<file path="config.mk">
export PLATFORM = sky130hd
export DESIGN_NAME = delay_var_pipe
export DESIGN_NICKNAME = d
export VERILOG_FILES = /design/src/rtl/sm4_pipe_pkg.sv /design/src/rtl/delay_var_stage.sv /design/src/rtl/delay_var_pipe.sv
export SDC_FILE = /design/constraint.sdc
export NUM_CORES = 1
export LEC_CHECK = 0
export ABC_CLOCK_PERIOD_IN_PS = 71100
export BUFFER_PORTS_ARGS = -buffer_cell sky130_fd_sc_hd__clkbuf_2
export CAP_MARGIN = 20
export CELL_PAD_IN_SITES_DETAIL_PLACEMENT = 1
export CELL_PAD_IN_SITES_GLOBAL_PLACEMENT = 2
export CORE_MARGIN = 2
export CORE_UTILIZATION = 44
export DETAILED_ROUTE_END_ITERATION = 8
export PLACE_DENSITY = 0.79
export SYNTH_ARGS = -nofsm -noshare
export SYNTH_HDL_FRONTEND = slang
export SYNTH_HIERARCHICAL = 1
export SYNTH_SLANG_ARGS = --single-unit
</file>
<file path="constraint.sdc">
create_clock -name clk -period 71.1 [get_ports clk]
set_input_delay 14.22 -clock clk [delete_from_list [all_inputs] [get_ports clk]]
set_output_delay 14.22 -clock clk [all_outputs]
set_load 0.01 [all_outputs]
</file>
<file path="src/rtl/sm4_pipe_pkg.sv">
// sm4_pipe_pkg: shared sizing helpers, lane slicing and depth reset constant for the SM4 delay pipe
package sm4_pipe_pkg;
  localparam int MAX_DEPTH_DEF = 8;
  function automatic int cnt_w(input int max_depth);
    return $clog2(max_depth + 1);
  endfunction
  function automatic int lane_lsb(input int k, input int word_width);
    return k * word_width;
  endfunction
endpackage

</file>
<file path="src/rtl/delay_var_stage.sv">
// delay_var_stage: one {v,d} pipe register with shift enable, valid clear and optional data reset (DELAY_VAR_PIPE_DATA_RST_EN)
module delay_var_stage
  import sm4_pipe_pkg::*;
#(
  parameter int W = 128
) (
  input  logic         clk,
  input  logic         rst_n,
  input  logic         en,
  input  logic         clr,
  input  logic         in_v,
  input  logic [W-1:0] in_d,
  output logic         v,
  output logic [W-1:0] d
);
  logic         v_q, v_d;
  logic [W-1:0] d_q, d_d;
  always_comb begin
    v_d = clr ? 1'b0 : en ? in_v : v_q;
    d_d = en ? in_d : d_q;
  end
`ifdef DELAY_VAR_PIPE_DATA_RST_EN
  always_ff @(posedge clk) begin
    if (!rst_n) begin
      v_q <= 1'b0;
      d_q <= '0;
    end else begin
      v_q <= v_d;
      d_q <= d_d;
    end
  end
`else
  always_ff @(posedge clk) begin
    if (!rst_n) v_q <= 1'b0;
    else v_q <= v_d;
  end
  always_ff @(posedge clk) d_q <= d_d;
`endif
  assign v = v_q;
  assign d = d_q;
endmodule

</file>
<file path="src/rtl/delay_var_pipe.sv">
// delay_var_pipe: runtime-depth (1..MAX_DEPTH) delay line with stall, flush, inflight count and guarded reconfig; option DELAY_VAR_PIPE_DATA_RST_EN
module delay_var_pipe
  import sm4_pipe_pkg::*;
#(
  parameter int WORD_WIDTH  = 32,
  parameter int NUM_CH      = 4,
  parameter int MAX_DEPTH   = MAX_DEPTH_DEF,
  parameter int TOTAL_WIDTH = WORD_WIDTH * NUM_CH,
  parameter int CNT_W       = cnt_w(MAX_DEPTH)
) (
  input  logic                   clk,
  input  logic                   rst_n,
  input  logic                   stall,
  input  logic                   flush,
  input  logic                   in_valid,
  input  logic [TOTAL_WIDTH-1:0] in_data,
  input  logic                   cfg_load,
  input  logic [CNT_W-1:0]       cfg_depth,
  output logic                   out_valid,
  output logic [TOTAL_WIDTH-1:0] out_data,
  output logic [CNT_W-1:0]       depth,
  output logic [CNT_W-1:0]       inflight,
  output logic                   busy,
  output logic                   cfg_err
);
  logic                   c_v [MAX_DEPTH+1];
  logic [TOTAL_WIDTH-1:0] c_d [MAX_DEPTH+1];
  logic                   shift, clr, cfg_ok;
  logic [CNT_W-1:0]       depth_q, depth_d, inflight_q, inflight_d;
  logic                   cfg_err_q, cfg_err_d;
  assign c_v[0] = in_valid;
  assign c_d[0] = in_data;
  assign shift  = !stall && !flush;
  assign clr    = flush || cfg_ok;
  for (genvar g = 0; g < MAX_DEPTH; g++) begin : g_st
    delay_var_stage #(.W(TOTAL_WIDTH)) u_stage (
      .clk  (clk),
      .rst_n(rst_n),
      .en   (shift),
      .clr  (clr),
      .in_v (c_v[g]),
      .in_d (c_d[g]),
      .v    (c_v[g+1]),
      .d    (c_d[g+1])
    );
  end
  always_comb begin
    out_valid = c_v[1];
    out_data  = c_d[1];
    for (int i = 2; i <= MAX_DEPTH; i++) begin
      if (depth_q == CNT_W'(i)) begin
        out_valid = c_v[i];
        out_data  = c_d[i];
      end
    end
  end
  always_comb begin
    cfg_ok     = cfg_load && inflight_q == '0 && !in_valid && !flush &&
                 cfg_depth != '0 && cfg_depth <= CNT_W'(MAX_DEPTH);
    cfg_err_d  = cfg_load && !cfg_ok;
    depth_d    = cfg_ok ? cfg_depth : depth_q;
    inflight_d = flush ? '0 : stall ? inflight_q :
                 inflight_q + CNT_W'(in_valid) - CNT_W'(out_valid);
  end
  always_ff @(posedge clk) begin
    if (!rst_n) begin
      depth_q    <= CNT_W'(MAX_DEPTH);
      inflight_q <= '0;
      cfg_err_q  <= 1'b0;
    end else begin
      depth_q    <= depth_d;
      inflight_q <= inflight_d;
      cfg_err_q  <= cfg_err_d;
    end
  end
  assign depth    = depth_q;
  assign inflight = inflight_q;
  assign busy     = inflight_q != '0;
  assign cfg_err  = cfg_err_q;
endmodule

</file>
==> metrics.txt <==
worst IR drop on VDD 0.0000223 V; instance area at placement roughly 45,000 µm²; Largest stage delay, worst path 0.94 ns; distinct cell type count after synthesis 45; post-synthesis sequential area ratio 73.6%; Max clock buf depth 3; cells along the critical path buf_4, nor2_1, nand3_4, buf_4, o221ai_1, a22oi_1, clkbuf_2; buffer and inverter count on the worst path 3; via/cell ratio ~6.0; die area between 90,000 and 100,000 µm²; total design power 1.36 mW; post-synth net total 2,917; Worst Hold Margin between 0.4 and 0.5 ns; # IOs roughly 280; startpoint class of the critical path flip-flop; Hold Fails Final Rpt 0; summed instance area of the synthesized netlist 42,200 µm²; fin util 50.8%; Max Clock Skew 0.0199 ns; count of max-cap constraint violations 0; Static Leak approximately 16 nW; Post-CTS Setup Inserts 0; Initial DRC Count 2,429; kind of capture point of the worst setup path output port; critical path data required time between 50 and 60 ns; worst-skew pair later-pin latency approximately 0.7 ns; number of antenna violations at the first check in global routing 12; cell family with the largest share of critical-path delay buffers and inverters; kind of path behind the tightest hold check flip-flop to flip-flop; setup repair after global routing missed its margin no; combined flip-flop and latch cell area 31,100 µm²; synthesis-stage register bit count 1,041; max-slew violations 0; Max FO, Critical Path 60; post-CTS resize count 0; # placed instances 4,128; worst slew pin tran 1.13 ns; type of the worst setup path flip-flop to output port; Setup violations, final 0; total wirelength of the detailed-routed design 115,000 µm; number of remaining DRC errors 0; fin crit period 19.35 ns; Layout fillers 9,149; vias about 26,000; clock-pin slew of the registers on the worst-case setup and hold paths 0.06 ns; crit-path most repeated cell buf_4; worst slack, placed 51.82 ns; sum of net half-perimeters after detailed placement between 60,000 and 70,000 µm; count of hold-fix buffers inserted at cts 0; number of iterations in the first detailed-routing pass 5; count of clock tree sinks 1,041; Data arrival, critical path ~5.1 ns; number of I/O port buffers 276; weighted congestion reported at the end of routability-driven placement slightly below 0.8; remaining global-route overflow 0; nets@finish 3,127; vertical die dimension 314 µm; synthesized area per cell 15.2 µm²; pin count of the biggest net entering global routing 97; Starting Density 44.4%; period utilisation layout 27.2%; outcome completed; clk root buf clkbuf_16; final design area excluding fillers around 48,000 µm²; instance count of the mapped netlist 2,773; area of combinational cells with multiple inputs around 10,000 µm²; Setup WS post-layout 51.75 ns; master of the slowest instance on the critical path dfxtp_4; Layout Area Growth over Synthesis 14.4%; number of global-route vias before repair 28,038; warnings from Yosys 6; flop2flop setup slack approximately 65 ns; Power Density approximately 28 nW/µm²; number of cell rows around 110; DIE WIDTH around 310 µm; layout cells sized above 1 17.3%; Final TNS setup 0 ns; clock tree from TritonCTS built; total track usage 23.2%; non-filler instance count after layout ~4,300; core footprint 95,000 µm²; TritonCTS Buffers 112; H-tree depth 3; mean routed wirelength per cell 26.4 µm; Slew Limit Headroom 24.6%; wire length of the first global-routing pass roughly 180,000 µm; Achievable Freq 0.0517 GHz; number of nets still failing antenna checks after routing 0
[worst paths after layout]
check / depth (start not counted) / end / startpoint
worst max-delay path: 7 / out_data[7] / depth[1]
worst min-delay path: 0 / g_st[5].u_stage/d[122] / g_st[4].u_stage/d[122]
worst max register to register: 15 / inflight[2] / depth[1]
worst min register to register: 0 / g_st[5].u_stage/d[122] / g_st[4].u_stage/d[122]
[placed cells by master (no fill, tap or decap), drive strengths merged, types with 21 or more instances in the layout]
cell,count
edfxtp,1024
a221oi,21
clkinv,48
nor2b,22
nor2,51
mux2i,117
o22a,108
nor3,22
a22oi,129
or3,236
nand4,108
nand2b,109
a211o,21
o22ai,21
nand2,112
o221ai,128
clkbuf,421
or2,21
buf,50
a21oi,220
[power breakdown]
part | leakage (nW) | switching, mW | internal, mW | total [mW]
clock network | 1.70 | 0.244 | 0.321 | 0.565
registers | 9.75 | 0.0128 | 0.700 | 0.713
logic | 4.59 | 0.0506 | 0.0273 | 0.0779
total | 16.0 | 0.307 | 1.05 | 1.36
[cell families (layout without fill, tap and decap cells)]
group,count (synthesis),count (layout),synth area share (%)
AOI/OAI and AO/OA,656,656,11.3
xor gates and xnor gates,2,2,0.0415
adders and majority gates,6,6,0.196
buffers and inverters,241,544,2.38
DFF,1041,1041,73.6
muxes,117,117,2.77
other,0,7,0
and+or+nand+nor,710,710,9.70
[registers in the layout (all words and copies together), names as in the netlist]
| signal | count |
|---|---|
| inflight | 4 |
| cfg_err | 1 |
| g_st.u_stage/d | 1024 |
| g_st.u_stage/v | 8 |
| depth | 4 |
[final cells by class]
cell class                      instances  area share [%]
Antenna cell                            7          0.0363
Timing Repair Buffer                  326            3.89
Clock inverter                         62           0.961
Clock buffer                          145            6.28
Multi-Input combinational cell       1491            21.1
Inverter                               11          0.0959
Sequential cell                      1041            64.4
Tap cell                             1265            3.28
[synth_stat cells (all sizes together)]
master,n,area (µm²)
a211o,21,184
a21o,1,7.51
a21oi,220,1100
a221oi,21,246
a22oi,129,968
and3,2,12.5
buf,68,355
clkbuf,162,608
dfxtp,17,340
edfxtp,1024,30700
fa,1,20.0
ha,5,62.6
inv,11,41.3
mux2i,117,1170
nand2,112,420
nand2b,109,682
nand3,4,20.0
nand3b,2,15.0
nand4,108,676
nand4b,1,8.76
nand4bb,2,22.5
nor2,51,191
nor2b,22,138
nor3,22,110
nor3b,11,134
o21a,1,7.51
o21ai,3,15.0
o221ai,128,1120
o22a,108,946
o22ai,21,131
o31ai,2,15.0
o32a,1,10.0
or2,21,131
or2b,4,30.0
or3,236,1480
or3b,1,8.76
or4,1,7.51
or4bb,1,11.3
xor2,2,17.5
[layer usage]
layer | up-vias | routed length, µm | global-route usage [%]
met5 | - | 61 | 0
met4 | 8 | 3030 | 7.79
met3 | 176 | 5910 | 3.79
met2 | 774 | 55900 | 37.9
met1 | 13706 | 49800 | 31.6
li1 | 11573 | - | -
No activity file was read; power rests on OpenSTA's default activity.
